$ cat config.mk
export PLATFORM = sky130hd
export DESIGN_NAME = conv4_ctrl
export DESIGN_NICKNAME = d
export VERILOG_FILES = /design/src/rtl/conv4_ctrl.sv
export SDC_FILE = /design/constraint.sdc
export NUM_CORES = 1
export LEC_CHECK = 0
export ABC_CLOCK_PERIOD_IN_PS = 3400
export CAP_MARGIN = 20
export CORE_MARGIN = 2
export CORE_UTILIZATION = 45
export DETAILED_ROUTE_END_ITERATION = 10
export PLACE_DENSITY = 0.69
export REMOVE_ABC_BUFFERS = 1
export SYNTH_ARGS = -nofsm -noshare
export SYNTH_HDL_FRONTEND = slang
export SYNTH_SLANG_ARGS = --single-unit
$ cat constraint.sdc
create_clock -name clk -period 3.4 [get_ports clk]
set_input_delay 0.85 -clock clk [delete_from_list [all_inputs] [get_ports clk]]
set_output_delay 0.85 -clock clk [all_outputs]
set_load 0.05 [all_outputs]
$ cat src/rtl/conv4_ctrl.sv
// conv4_ctrl: sequencer for the stride-2 3x3 conv engine; filter load, IFM streaming, tagged output handshake.
module conv4_ctrl #(
  parameter int IMG_W  = 16,
  parameter int IMG_H  = 16,
  parameter int PE_LAT = 3,
  parameter int AW     = 8
) (
  input  logic          clk,
  input  logic          rstn,
  input  logic          start,
  output logic          busy,
  output logic          done,
  output logic          flt_load,
  output logic [1:0]    flt_idx,
  output logic          ifm_rd_en,
  output logic [AW-1:0] ifm_row_base,
  output logic [AW-1:0] ifm_col,
  output logic          core_en,
  output logic          core_clr,
  output logic          out_valid,
  input  logic          out_ready,
  output logic [AW-1:0] out_row,
  output logic [AW-1:0] out_col
);
  typedef enum logic [2:0] {IDLE, LOAD_F, CLR, STREAM, DRAIN, NEXT, FIN} state_t;
  localparam logic [AW-1:0] LAST_COL  = AW'(IMG_W - 1);
  localparam logic [AW-1:0] LAST_PASS = AW'(IMG_H / 4 - 1);
  state_t state_q, state_d;
  logic [1:0] fidx_q, fidx_d;
  logic [AW-1:0] col_q, col_d, pass_q, pass_d, rb_q, rb_d, ccol_q, ccol_d;
  logic cen_q, cen_d, stall;
  logic [PE_LAT-1:0] vld_q, vld_d;
  logic [PE_LAT-1:0][AW-1:0] oc_q, oc_d;
  always_comb begin
    state_d   = state_q;
    fidx_d    = fidx_q;
    col_d     = col_q;
    pass_d    = pass_q;
    rb_d      = rb_q;
    done      = 1'b0;
    flt_load  = 1'b0;
    core_clr  = 1'b0;
    stall     = vld_q[PE_LAT-1] & ~out_ready;
    ifm_rd_en = (state_q == STREAM) & ~stall;
    core_en   = cen_q & ~stall;
    cen_d     = stall ? cen_q : ifm_rd_en;
    ccol_d    = ifm_rd_en ? col_q : ccol_q;
    case (state_q)
      IDLE: if (start) begin
        state_d = LOAD_F;
        fidx_d  = '0;
        col_d   = '0;
        pass_d  = '0;
      end
      LOAD_F: begin
        flt_load = 1'b1;
        fidx_d   = (fidx_q == 2'd2) ? 2'd0 : fidx_q + 2'd1;
        state_d  = (fidx_q == 2'd2) ? CLR : LOAD_F;
      end
      CLR: begin
        core_clr = 1'b1;
        rb_d     = pass_q << 2;
        state_d  = STREAM;
      end
      STREAM: if (!stall) begin
        col_d   = (col_q == LAST_COL) ? '0 : col_q + 1'b1;
        state_d = (col_q == LAST_COL) ? DRAIN : STREAM;
      end
      // Leave only once the last engine column has fully retired and been accepted.
      DRAIN: state_d = (!cen_q && !(|vld_q)) ? NEXT : DRAIN;
      NEXT: begin
        pass_d  = (pass_q < LAST_PASS) ? pass_q + 1'b1 : pass_q;
        state_d = (pass_q < LAST_PASS) ? CLR : FIN;
      end
      FIN: begin
        done    = 1'b1;
        state_d = IDLE;
      end
      default: state_d = IDLE;
    endcase
  end
  // Odd input columns complete an output; the tag travels with the engine latency.
  for (genvar s = 0; s < PE_LAT; s++) begin : g_pipe
    if (s == 0) begin : g_head
      assign vld_d[0] = stall ? vld_q[0] : core_en & ccol_q[0];
      assign oc_d[0]  = stall ? oc_q[0] : ccol_q >> 1;
    end else begin : g_tail
      assign vld_d[s] = stall ? vld_q[s] : vld_q[s-1];
      assign oc_d[s]  = stall ? oc_q[s] : oc_q[s-1];
    end
  end
  always_ff @(posedge clk or negedge rstn) begin
    if (!rstn) begin
      state_q <= IDLE;
      fidx_q  <= '0;
      col_q   <= '0;
      pass_q  <= '0;
      rb_q    <= '0;
      ccol_q  <= '0;
      cen_q   <= 1'b0;
      vld_q   <= '0;
      oc_q    <= '0;
    end else begin
      state_q <= state_d;
      fidx_q  <= fidx_d;
      col_q   <= col_d;
      pass_q  <= pass_d;
      rb_q    <= rb_d;
      ccol_q  <= ccol_d;
      cen_q   <= cen_d;
      vld_q   <= vld_d;
      oc_q    <= oc_d;
    end
  end
  assign busy         = (state_q != IDLE) && (state_q != FIN);
  assign flt_idx      = fidx_q;
  assign ifm_row_base = rb_q;
  assign ifm_col      = col_q;
  assign out_valid    = vld_q[PE_LAT-1];
  assign out_col      = oc_q[PE_LAT-1];
  assign out_row      = pass_q << 1;
endmodule

==> impl_results.md <==
- CP Launch Point: state_q[1]$_DFFE_PN0P_
- Syn_area_per_cell: 9.73 um2
- RSZ-0062 raised after global routing: no
- Final ANT Viol Nets: 0
- RR Endpoint: ifm_col[3]$_DFFE_PN0P_
- Total gr overflow: 0
- Largest net degree at the start of global routing: 30
- Worst hold path type: flip-flop to flip-flop
- Clock Latency Late Sink: 0.33 ns
- Num CTS Buffers: 9
- Final RePlAce weighted congestion: 0.771
- Total Neg Setup Slack: 0 ns
- P&R area growth vs syn: 18.5%
- Layout Nets: 322
- WL final: 5.33 mm
- Final hold violations: 0
- Clk root buf: clkbuf_8
- Core Area: 5960 um2
- Sequential area share after synthesis: 0.536
- Sw Ratio: 0.380
- GR Util All Layers: 0.170
- Clock buffer depth: 2
- Post-layout util: 0.558
- YS warnings: 0
- Final min period: 3.18 ns
- Initial antenna violation count: 0
- Post-synth ARST share: 1.00
- R2r startpoint: vld_q[2]$_DFFE_PN0N_
- Syn Inst Count: 288
- Post-DP HPWL: 3.66 mm
- Max_cap viols: 0
- First-pass DRT Iterations: 4
- Placed cells: 380
- Antenna Cells: 0
- Clock Sinks: 60
- Crit-path cells: inv_1 > nor3_4 > clkdlybuf4s50_1
- Reg2Reg Setup Slack: 1.56 ns
- CP Capture Type: output pin
- Via density per instance: 4.89
- Register bit total from synthesis: 60
- Io pins: 45
- Die width: 82.9 um
- Power consumption: 2.34 mW
- Crit path kind: flip-flop to output pin
- Crit path launch type: flip-flop
- Register-to-Register Path Depth: 5
- Status: complete, no violations
- Unique cell type count in the Yosys netlist: 47
- WL/cell: 13.4 um
- Worst vdd ir: 340 uV
- DRC violations left: 0
- Sequential share of power: 0.405
- Die ar.: 6870 um2
- Worst rel slew slack: 0.610
- Predominant post-synthesis flop cell: dfrtp_1
- CP max stage delay: 0.88 ns
- Final worst path period share: 0.934
- Worst-margin pin slew: 0.585 ns
- EDFF count, synth: 0
- Setup WS post-layout: 0.223 ns
- Vias in the first global route: 1905
- Leakage: 1.67 nW
- CP endpoint: core_clr
- # setup viols final: 0
- Internal Power: 1.45 mW
- Crit path DAT: 2.33 ns
- Clock share of power: 0.258
- Finished Layout Cells: 396
- Slew Limit Fails: 0
- CTS tree: built
- Placement Rows: 28
- PostCTS Resize Cnt: 0
- Clk_skew: 0.00325 ns
- Post-CTS Setup Bufs: 0
- Clock transition at path regs: 0.06 ns
- Initial Utilization: 0.470
- Mapped Area: 2800 um2
- PD cells: 705 nW/um2
- Peak Freq: 315 MHz
- Worst EP required: 2.55 ns
- Initial DRC Count: 115
- Crit-path slowest cell: clkdlybuf4s50_1
- First-pass GRT wire length: 9.31 mm
- H-Tree Depth: 3
- DIE HEIGHT: 82.9 um
- Port bufs: 40
- Switch Pwr: 890 uW
- DP Worst Slack: 0.554 ns
- CTS Hold Bufs: 0
- Layout cells sized above 1: 0.128
- Via count: 1938
- Comb power frac: 0.338
- Worst Path Max Fanout: 10
-- logic make-up (layout without fill, tap and decap cells) --
family | Yosys count | count (layout) | synth area share
DFF | 60 | 60 | 0.536
and+or+nand+nor | 152 | 152 | 0.261
adders and majority gates | 2 | 2 | 0.00893
other | 1 | 4 | 0.00134
AOI/OAI and AO/OA | 31 | 31 | 0.0786
buffers and inverters | 35 | 65 | 0.0862
muxes | 7 | 7 | 0.0277
-- critical path, delay by kind of cell (launching register included) --
kind / cells / cell delay (ns)
DFF: 1 / 0.52
and+or+nand+nor: 1 / 0.42
buffers and inverters: 2 / 1.05
-- how the worst min path moves through the flow --
stage	startpoint	endpoint	slack, ns	cells past startpoint
after floorplan	oc_q[0]$_DFFE_PN0N_	oc_q[0]$_DFFE_PN0N_	0.44	2
after global placement	out_col[1]$_DFFE_PN0N_	out_col[1]$_DFFE_PN0N_	0.45	2
after detailed placement	out_col[6]$_DFFE_PN0N_	out_col[6]$_DFFE_PN0N_	0.46	2
after CTS	oc_q[13]$_DFFE_PN0N_	out_col[5]$_DFFE_PN0N_	0.47	2
after global routing	out_col[6]$_DFFE_PN0N_	out_col[6]$_DFFE_PN0N_	0.50	2
final	out_col[3]$_DFFE_PN0N_	out_col[3]$_DFFE_PN0N_	0.46	2
-- routing by layer --
| metal | wire length (um) | part of all wire | GRT usage | up-vias |
|---|---|---|---|---|
| met3 | 222 | 0.042 | 0.0487 | 8 |
| met2 | 2540 | 0.48 | 0.254 | 44 |
| met1 | 2490 | 0.47 | 0.233 | 903 |
| li1 | - | - | - | 983 |
| met5 | 0 | 0 | 0 | - |
| met4 | 77 | 0.014 | 0.0715 | 0 |
-- power by group through the flow --
stage / logic [mW] / registers (mW) / clock network [mW]
after global placement: 0.784 / 0.951 / 0
after detailed placement: 0.793 / 0.960 / 0
after global routing: 0.858 / 0.969 / 0.659
after CTS: 0.798 / 0.947 / 0.617
after floorplan: 0.396 / 1.08 / 0
final: 0.790 / 0.947 / 0.603
-- placed cells by master (no fill, tap or decap), drive strengths merged, types with 2 or more instances in the layout --
master         netlist  final
o21ai                7      7
nor3b                3      3
nand3                8      8
or2                  2      2
o22ai                2      2
nor4                 4      4
nand3b               3      3
o31ai                4      4
a21oi                5      5
nand2              102    102
a211o                2      2
and2                 3      3
clkbuf               7     11
nor2b                9      9
buf                 25      9
clkdlybuf4s50        0     37
nor2                 5      5
dfrtp               60     60
nand2b               4      4
clkinv               0      3
ha                   2      2
a22o                 2      2
inv                  3      3
a31oi                2      2
conb                 1      4
mux2                 6      6
and3                 4      4
-- final cells by class --
type / count / area (um2)
well taps: 75 / 93.8
fillers: 528 / 2640
clock buffers: 11 / 131
multi-input cells: 196 / 1070
repair buffers: 46 / 460
inverters: 3 / 11.3
clock inverters: 5 / 52.6
flip-flops and latches: 60 / 1500
-- state kept, by name, indices dropped and copies added (netlist names) --
| signal | cells |
|---|---|
| oc_q | 14 |
| ccol_q | 8 |
| ifm_col | 8 |
| pass_q | 8 |
| out_col | 7 |
| ifm_row_base | 6 |
| state_q | 3 |
| vld_q | 3 |
| flt_idx | 2 |
| cen_q | 1 |
-- through the flow --
| step | area, um2 | hold WS, ns |
|---|---|---|
| 3_5_place_dp | 3140 | 0.455 |
| 6_report | 3320 | 0.463 |
| 5_1_grt | 3320 | 0.498 |
| 4_1_cts | 3320 | 0.469 |
| 2_1_floorplan | 2580 | 0.439 |
| 3_3_place_gp | 3140 | 0.448 |
-- cells in the mapped netlist, types with 2 or more instances --
| library cell | n | area (um2) |
|---|---|---|
| buf_4 | 19 | 143 |
| nor2_1 | 5 | 18.8 |
| nor4_1 | 3 | 18.8 |
| and2_1 | 2 | 12.5 |
| buf_6 | 5 | 56.3 |
| a22o_1 | 2 | 17.5 |
| and3_1 | 3 | 18.8 |
| a21oi_1 | 4 | 20.0 |
| nand3b_1 | 3 | 22.5 |
| inv_1 | 3 | 11.3 |
| nand3_1 | 8 | 40.0 |
| clkbuf_1 | 7 | 26.3 |
| or2_2 | 2 | 12.5 |
| o22ai_1 | 2 | 12.5 |
| nand2_1 | 102 | 383 |
| a211o_1 | 2 | 17.5 |
| nor2b_1 | 9 | 56.3 |
| dfrtp_1 | 60 | 1500 |
| ha_1 | 2 | 25.0 |
| o31ai_1 | 4 | 30.0 |
| nand2b_1 | 4 | 25.0 |
| o21ai_0 | 7 | 35.0 |
| mux2_2 | 6 | 67.6 |
(Power assumes the default switching activity.)
